$ cat config.mk
export PLATFORM = sky130hd
export DESIGN_NAME = rtc_bus_sequencer
export DESIGN_NICKNAME = d
export VERILOG_FILES = /design/src/rtl/rtc_bus_pkg.sv /design/src/rtl/rtc_bus_sequencer_bus_phase_timer.sv /design/src/rtl/rtc_bus_sequencer.sv
export SDC_FILE = /design/constraint.sdc
export NUM_CORES = 1
export LEC_CHECK = 0
export CAP_MARGIN = 20
export CORE_MARGIN = 4
export CORE_UTILIZATION = 44
export CTS_CLUSTER_SIZE = 14
export DETAILED_ROUTE_END_ITERATION = 10
export GPL_ROUTABILITY_DRIVEN = 0
export PLACE_DENSITY = 0.76
export SYNTH_ARGS = -nofsm -noshare
export SYNTH_HDL_FRONTEND = slang
export SYNTH_HIERARCHICAL = 1
export SYNTH_SLANG_ARGS = --single-unit
$ cat constraint.sdc
create_clock -name clk -period 2.2 [get_ports clk]
set_clock_uncertainty 0.05 [all_clocks]
set_input_delay 0.22 -clock clk [delete_from_list [all_inputs] [get_ports clk]]
set_output_delay 0.22 -clock clk [all_outputs]
set_load 0.05 [all_outputs]
$ cat src/rtl/rtc_bus_pkg.sv
// rtl/rtc_bus_pkg.sv - state encoding, default timing and phase-length helper for the RTC bus sequencer
package rtc_bus_pkg;

  typedef enum logic [2:0] {
    IDLE     = 3'd0,
    A_SETUP  = 3'd1,
    A_STROBE = 3'd2,
    A_HOLD   = 3'd3,
    D_SETUP  = 3'd4,
    D_STROBE = 3'd5,
    D_HOLD   = 3'd6,
    DONE     = 3'd7
  } state_e;

  localparam int T_SETUP_DEF = 4;
  localparam int T_PULSE_DEF = 10;
  localparam int T_HOLD_DEF  = 4;

  // Counter preload on entry to a state: the state lasts (value + 1) cycles.
  function automatic logic [7:0] phase_load(state_e s, logic [7:0] ts, logic [7:0] tp,
                                            logic [7:0] th);
    case (s)
      A_SETUP, D_SETUP:   return ts - 8'd1;
      A_STROBE, D_STROBE: return tp - 8'd1;
      A_HOLD, D_HOLD:     return th - 8'd1;
      default:            return 8'd0;
    endcase
  endfunction

endpackage

$ cat src/rtl/rtc_bus_sequencer_bus_phase_timer.sv
// rtl/rtc_bus_sequencer_bus_phase_timer.sv - loadable 8-bit down-counter with zero flag
module bus_phase_timer (
  input  logic       clk,
  input  logic       rst,
  input  logic       load,
  input  logic [7:0] load_val,
  output logic       cero
);

  logic [7:0] cnt_q;

  always_ff @(posedge clk) begin
    if (rst) begin
      cnt_q <= 8'd0;
    end else if (load) begin
      cnt_q <= load_val;
    end else if (cnt_q != 8'd0) begin
      cnt_q <= cnt_q - 8'd1;
    end
  end

  assign cero = (cnt_q == 8'd0);

endmodule

$ cat src/rtl/rtc_bus_sequencer.sv
// rtl/rtc_bus_sequencer.sv - one multiplexed address/data RTC bus cycle per start request
// Optional read cycles and read-back data are enabled by defining RTC_READBACK_EN.
module rtc_bus_sequencer
  import rtc_bus_pkg::*;
#(
  parameter int T_SETUP = T_SETUP_DEF,
  parameter int T_PULSE = T_PULSE_DEF,
  parameter int T_HOLD  = T_HOLD_DEF
) (
  input  logic       clk,
  input  logic       rst,
  input  logic       arranque,
  input  logic       op_leer,
  input  logic [7:0] direccion,
  input  logic [7:0] dato,
  input  logic [7:0] bus_in,
  output logic [7:0] bus_out,
  output logic       bus_oe,
  output logic       cs_n,
  output logic       ad_n,
  output logic       wr_n,
  output logic       rd_n,
  output logic [7:0] dato_leido,
  output logic       ocupado,
  output logic       listo
);

  state_e     state_q, state_d;
  logic [7:0] addr_q, data_q, addr_cur;
  logic       op_q, op_eff, cero, load;
  logic [7:0] bus_out_q;
  logic       bus_oe_q, cs_n_q, ad_n_q, wr_n_q, ocupado_q, listo_q;

`ifdef RTC_READBACK_EN
  logic       rd_n_q;
  logic [7:0] dato_leido_q;
  assign op_eff     = op_leer;
  assign rd_n       = rd_n_q;
  assign dato_leido = dato_leido_q;
`else
  logic unused_readback;
  assign unused_readback = ^{bus_in, op_leer};
  assign op_eff     = 1'b0;
  assign rd_n       = 1'b1;
  assign dato_leido = 8'h00;
`endif

  always_comb begin
    state_d = state_q;
    case (state_q)
      IDLE:     if (arranque) state_d = A_SETUP;
      A_SETUP:  if (cero) state_d = A_STROBE;
      A_STROBE: if (cero) state_d = A_HOLD;
      A_HOLD:   if (cero) state_d = D_SETUP;
      D_SETUP:  if (cero) state_d = D_STROBE;
      D_STROBE: if (cero) state_d = D_HOLD;
      D_HOLD:   if (cero) state_d = DONE;
      default:  state_d = IDLE;
    endcase
  end

  assign load = (state_d != state_q);

  bus_phase_timer u_timer (
    .clk      (clk),
    .rst      (rst),
    .load     (load),
    .load_val (phase_load(state_d, 8'(T_SETUP), 8'(T_PULSE), 8'(T_HOLD))),
    .cero     (cero)
  );

  // The address is latched on the same edge that enters A_SETUP, so bypass the latch there.
  assign addr_cur = (state_q == IDLE) ? direccion : addr_q;

  always_ff @(posedge clk) begin
    if (rst) begin
      state_q   <= IDLE;
      addr_q    <= 8'h00;
      data_q    <= 8'h00;
      op_q      <= 1'b0;
      bus_out_q <= 8'h00;
      bus_oe_q  <= 1'b0;
      cs_n_q    <= 1'b1;
      ad_n_q    <= 1'b1;
      wr_n_q    <= 1'b1;
      ocupado_q <= 1'b0;
      listo_q   <= 1'b0;
`ifdef RTC_READBACK_EN
      rd_n_q       <= 1'b1;
      dato_leido_q <= 8'h00;
`endif
    end else begin
      state_q <= state_d;
      if (state_q == IDLE && arranque) begin
        addr_q <= direccion;
        data_q <= dato;
        op_q   <= op_eff;
      end
      bus_out_q <= 8'h00;
      bus_oe_q  <= 1'b0;
      cs_n_q    <= 1'b1;
      ad_n_q    <= 1'b1;
      wr_n_q    <= 1'b1;
      listo_q   <= (state_d == DONE);
      ocupado_q <= (state_d != IDLE);
      case (state_d)
        A_SETUP, A_STROBE, A_HOLD: begin
          cs_n_q    <= 1'b0;
          ad_n_q    <= 1'b0;
          bus_oe_q  <= 1'b1;
          bus_out_q <= addr_cur;
          wr_n_q    <= (state_d != A_STROBE);
        end
        D_SETUP, D_STROBE, D_HOLD: begin
          cs_n_q    <= 1'b0;
          bus_oe_q  <= !op_q;
          bus_out_q <= op_q ? 8'h00 : data_q;
          wr_n_q    <= !(state_d == D_STROBE && !op_q);
        end
        default: ;
      endcase
`ifdef RTC_READBACK_EN
      rd_n_q <= !(state_d == D_STROBE && op_q);
      if (state_q == D_STROBE && cero && op_q) dato_leido_q <= bus_in;
`endif
    end
  end

  assign bus_out = bus_out_q;
  assign bus_oe  = bus_oe_q;
  assign cs_n    = cs_n_q;
  assign ad_n    = ad_n_q;
  assign wr_n    = wr_n_q;
  assign ocupado = ocupado_q;
  assign listo   = listo_q;

endmodule

# After elaboration in Yosys (flattened, before gate mapping)
# Cells that the tools add are included.
dict set report totals {
  elab_cells 56
  input_bits 28
  regBits 41
  output_inout_bits 23
}
dict set report op_classes {
  addsub 1
  eq_ne 15
  n_reduce_logical 12
  n_mux 17
}
# op count
set ops {}
lappend ops {{$mux 8} 3}
lappend ops {{$eq 3x3->1 const B} 7}
lappend ops {{$mux 3} 7}
lappend ops {{$pmux 3 s7} 1}
lappend ops {{$pmux 8 s2} 1}
lappend ops {{$eq 3x2->1 const B} 4}
lappend ops {{$logic_not 8->1} 1}
lappend ops {{$pmux 4 s2} 1}
lappend ops {{$reduce_bool 8->1} 1}
lappend ops {{$sub 8x1->8 const B} 1}
lappend ops {{$eq 3x1->1 const B} 2}
lappend ops {{$reduce_or 3->1} 2}
lappend ops {{$reduce_or 6->1} 1}
lappend ops {{$reduce_or 4->1} 1}
lappend ops {{$logic_not 3->1} 1}
lappend ops {{$mux 1} 3}
lappend ops {{$ne 3x2->1 const B} 1}
lappend ops {{$ne 3x3->1} 1}
lappend ops {{$reduce_bool 3->1} 1}
lappend ops {{$pmux 1 s2} 1}
lappend ops {{$reduce_bool 2->1} 1}
lappend ops {{$reduce_or 2->1} 1}
lappend ops {{$logic_and 1x1->1} 1}
lappend ops {{$logic_not 1->1} 1}

# Depth between registers and ports, before layout
dict set report depth {
  ltp_word 7
  mapped_depth 11
  mapped_depth_nobuf 9
}

# Modules after synthesis
# Netlist, hierarchy kept.
# module area_per_inst_um2 n_inst cells_each
set by_module_without_submodules {}
lappend by_module_without_submodules {rtc_bus_sequencer 1519.0 1 170}
lappend by_module_without_submodules {bus_phase_timer 475.5 1 53}

# Worst setup path after synthesis
# No wires, ideal clock.
dict set report synth_timing {
  path_type {reg2reg}
  startpoint {register u_timer.cnt_q[0]}
  endpoint {register u_timer.cnt_q[0]}
  period_less_slack_ns 2.143
  path_slack_ns 0.057
  arrival_ns 2.020
  stages_incl_launch_ff 10
  t_required_ns 2.077
  path_cell_list {dfxtp_1 inv_1 ha_1 and4bb_1 buf_6 buf_4 o21ai_0 nand3_1 or4_4 o211ai_2}
}
dict set report synth_via {
  word_cells_on_any_way 23
  cone_classes {add/sub: 1; eq/ne: 7; mux: 10; reduce/logical: 5}
}
# item line_no
set synth_rtl {}
lappend synth_rtl {{start, declared} rtc_bus_sequencer_bus_phase_timer.sv:10} ;# logic [7:0] cnt_q;
lappend synth_rtl {{start signal, assigned} rtc_bus_sequencer_bus_phase_timer.sv:16} ;# cnt_q <= load_val;
lappend synth_rtl {{start signal, assigned} rtc_bus_sequencer_bus_phase_timer.sv:18} ;# cnt_q <= cnt_q - 8'd1;
lappend synth_rtl {{$logic_not 8->1 *} rtc_bus_sequencer_bus_phase_timer.sv:22} ;# assign cero = (cnt_q == 8'd0);
lappend synth_rtl {{named net cero} rtc_bus_sequencer.sv:30} ;# logic op_q, op_eff, cero, load;
lappend synth_rtl {{$mux 3, or another cell as far along} rtc_bus_sequencer.sv:57} ;# D_HOLD: if (cero) state_d = DONE;
lappend synth_rtl {{$pmux 3 s7 *} rtc_bus_sequencer.sv:50} ;# case (state_q)
lappend synth_rtl {{$ne 3x3->1 *} rtc_bus_sequencer.sv:62} ;# assign load = (state_d != state_q);
lappend synth_rtl {{named net load} rtc_bus_sequencer.sv:30}
lappend synth_rtl {{$mux 8 / $reduce_bool 2->1 (equally long branches)} --}
# Mark *: on every way through the listed nets, which the timed path passes. The rest lies on a longest branch. The select of a mux whose other input is x is not followed.
# A chain may end at the register's enable or synchronous reset.

# Worst setup path after layout
dict set report layout_timing {
  startpoint {register u_timer.cnt_q[4]}
  endpoint {register u_timer.cnt_q[0]}
}
dict set report layout_via {
  elab_chain_cells 7
  word_cells_on_any_way 21
  cone_classes {eq/ne: 7; mux: 9; reduce/logical: 5}
}
# item line_no
set layout_lines {}
lappend layout_lines {{$logic_not 8->1 *} rtc_bus_sequencer_bus_phase_timer.sv:22}
lappend layout_lines {{named net cero} rtc_bus_sequencer.sv:30}
lappend layout_lines {{$mux 3, or another cell as far along} rtc_bus_sequencer.sv:57}
lappend layout_lines {{$pmux 3 s7 *} rtc_bus_sequencer.sv:50}
lappend layout_lines {{$eq 3x3->1, or another cell as far along} rtc_bus_pkg.sv:22} ;# case (s)
lappend layout_lines {{$reduce_or 4->1 (no source line) / $reduce_or 2->1 (equally long branches)} --}
lappend layout_lines {{$pmux 4 s2} rtc_bus_pkg.sv:22}
lappend layout_lines {{$mux 8} rtc_bus_sequencer_bus_phase_timer.sv:15} ;# end else if (load) begin
# Mark *: on every way through the listed nets, which the timed path passes. The rest lies on a longest branch.

==> run metrics <==
status completed; total gr overflow 0; CTS hold repair buffers 0; r2r endpoint u_timer/cnt_q[0]$_SDFFE_PP0P_; Leak 0.0009948 uW; CP cell instances nor4_4 -> and4bb_2 -> nor2b_1 -> a211oi_1 -> a221o_1 -> nand2b_1 -> nand2_1 -> o211ai_2; hold path depth 2; endpoint type of the worst setup path flip-flop; VDD IR max 577.5 uV; dpl cell area 0.002389 mm^2; CP max stage delay 0.38 ns; top post-synthesis cells by area dfxtp_1, nand2_1, buf_4; Setup Crit Path Kind reg2reg; final setup vio count 0; post-synthesis sequential area ratio 41.15%; reg-to-reg slack, setup 0.16 ns; Initial DRC Count 71; Synth Instances 223; # DRC 0; post-route cell area 0.002487 mm^2; first-pass GRT wire length 6734 um; die width 75.33 um; DRT Pass-1 Iters 4; Routed WL per cell 12.22 um; synth warn 6; vias per cell 4.988; Initial Util 45.49%; Port Buffers 32; Placement Rows 24; fin crit period 2.038 ns; register area 820.8 um^2; worst slew pin tran 0.5143 ns; fill cell count 410; Worst Hold End data_q[1]$_SDFFE_PP0P_; Via Count 1,606; clock-pin slew on the worst setup and hold paths 0.08 ns; maxcap violations 0; Hold Crit Class reg2reg; die height 75.33 um; Worst setup SP type flip-flop; Layout area overhead 24.72%; FF+latch count, synth 41; Cell Pwr Density 1228 mW/mm^2; number of global-route vias before repair 1,644; mapped cell area 0.001994 mm^2; share of the synthesized area in the top cell type 41.15%; asr flop ratio synth 0%; clk sinks 41; relative slew slack 65.71%; min-delay src data_q[1]$_SDFFE_PP0P_; unrepaired setup endpoints after global routing false; final net count 298; CTS H-Tree Depth 2; Worst-Skew Late Latency 0.29 ns; total length of routed met3 wires 161 um; Synth area leader dfxtp_1; data arrival time of the worst path 2.17 ns; GRT Util Overall 15.33%; Ports 51; number of synthesized flops with an enable pin 0; Multi-input gate area 994.7 um^2; Die Area 0.005674 mm^2; worst-path fanout max 9; maximum clock rate 490.8 MHz; Avg Cell Area, Syn 8.944 um^2; largest net degree at the start of global routing 37; Worst EP required 2.33 ns; initial antenna violation count 0; placed wire-length estimate 2824 um; Num CTS Buffers 5; R2R depth 8; CTS tree done; Detailed Route WL 3934 um; n_diodes 0; met1 wire length 1727 um; Max Slew Vio Count 0; Hold Vio Cnt, Final 0; Yosys cell types 46; uppermost routed layer met4; CORE AREA 0.004384 mm^2; Primary FF master, synth dfxtp_1; share of cells above drive strength 1 15.19%; Final TNS setup 0 ns; critical register-to-register path startpoint u_timer/cnt_q[4]$_SDFFE_PP0P_; post-route ant nets 0; Final period util 92.62%; clk buf depth 2; Root Buffer clkbuf_8; slowest stage cell, crit path and4bb_2; metal2 WL 1992 um
## how the worst max path moves through the flow
stage,end,from,slack [ns]
finish,u_timer/cnt_q[0]$_SDFFE_PP0P_,u_timer/cnt_q[4]$_SDFFE_PP0P_,0.16
floorplan,u_timer/cnt_q[0]$_SDFFE_PP0P_,u_timer/cnt_q[0]$_SDFFE_PP0P_,0.06
detailed placement,bus_out[7]$_SDFF_PP0_,u_timer/cnt_q[4]$_SDFFE_PP0P_,0.05
global route,u_timer/cnt_q[0]$_SDFFE_PP0P_,u_timer/cnt_q[4]$_SDFFE_PP0P_,0.02
CTS,bus_out[0]$_SDFF_PP0_,u_timer/cnt_q[4]$_SDFFE_PP0P_,0.03
global placement,bus_out[2]$_SDFF_PP0_,u_timer/cnt_q[4]$_SDFFE_PP0P_,0.12
## state kept, by name (all words and copies together), names as in the netlist, 3 cells and up
signal         count
addr_q             8
bus_out            8
data_q             8
u_timer/cnt_q      8
state_q            3
## power breakdown
group	total, uW	switching (uW)	internal, uW	leakage [uW]
registers	1020	108	911	0.000338
logic	1560	850	708	0.000613
clock network	477	258	219	0.0000439
total	3050	1220	1840	0.000995
## placed cells by master, fill, tap and decap left out, types with 2 or more instances in the layout
master / synthesis / routed
o21ai_1: 1 / 2
o21ai_0: 4 / 3
clkdlybuf4s50_1: 0 / 32
inv_1: 7 / 7
nor2b_1: 3 / 3
nand2b_1: 5 / 5
conb_1: 2 / 14
buf_4: 15 / 20
a21oi_1: 21 / 21
and2_1: 2 / 2
a311oi_1: 2 / 2
a221oi_1: 2 / 2
clkinv_2: 0 / 2
clkbuf_8: 0 / 5
mux2i_1: 9 / 9
xnor2_1: 3 / 3
nor3_1: 7 / 7
nand3_1: 2 / 2
dfxtp_1: 41 / 41
and4b_1: 2 / 2
o2bb2ai_1: 8 / 8
nand2_1: 42 / 42
a211oi_1: 2 / 2
o32ai_1: 4 / 4
nor2_1: 6 / 6
## area by class of cell
cell class	instances	share of cell area (%)
inverters	8	1.207
repair buffers	53	19.72
clock buffers	5	2.767
multi-input cells	160	39.99
clock inverters	3	0.7042
well taps	52	2.616
flip-flops and latches	41	33.00
## stage by stage
| step | utilization, % | instances | total power (uW) | hold WS (ns) | setup slack, ns |
|---|---|---|---|---|---|
| global placement | 54.48 | 313 | 2546 | 0.3888 | 0.1224 |
| global route | 56.74 | 322 | 3280 | 0.4228 | 0.01742 |
| finish | 56.74 | 322 | 3054 | 0.4073 | 0.1624 |
| detailed placement | 54.48 | 313 | 2587 | 0.3943 | 0.04560 |
| floorplan | - | 235 | 2192 | 0.3057 | 0.05652 |
| CTS | 56.45 | 321 | 3074 | 0.4074 | 0.03170 |
## per-layer routing
| metal | track usage [%] | vias to the layer above |
|---|---|---|
| li1 | - | 835 |
| met1 | 17.26 | 731 |
| met2 | 28.00 | 33 |
| met3 | 3.562 | 7 |
| met4 | 5.631 | 0 |
| met5 | 0 | - |
## critical path: cells and delay by family, from the launching register on
kind | cells | cell delay [ns]
AND/OR/NAND/NOR | 5 | 1.09
flip-flops | 1 | 0.36
AO/OA/AOI/OAI | 3 | 0.43
## repair_timing
item / in CTS / in global routing
gates resized for setup: 0 / 3
buffers inserted: 0 / 1
endpoints found under the setup margin: 0 / 12
## logic make-up (layout without fill, tap and decap cells)
group / count (synthesis) / after routing / share of synthesized area (%)
multiplexers: 9 / 9 / 4.517
AO/OA/AOI/OAI: 53 / 53 / 19.70
XOR/XNOR: 4 / 4 / 1.757
buffers and inverters: 34 / 69 / 11.48
AND/OR/NAND/NOR: 79 / 79 / 20.39
adder cells (fa/ha/maj): 1 / 1 / 0.6273
flip-flops: 41 / 41 / 41.15
other: 2 / 14 / 0.3766
## cells in the mapped netlist (2+ instances only)
library cell and number:
a211oi_1 2, a21oi_1 21, a221oi_1 2, a311oi_1 2
and2_1 2, and4b_1 2, buf_4 15, buf_6 6
clkbuf_1 5, conb_1 2, dfxtp_1 41, inv_1 7
mux2i_1 9, nand2_1 42, nand2b_1 5, nand3_1 2
nor2_1 6, nor2b_1 3, nor3_1 7, o21ai_0 4
o2bb2ai_1 8, o32ai_1 4, xnor2_1 3
No activity file was read; power rests on OpenSTA's default activity.
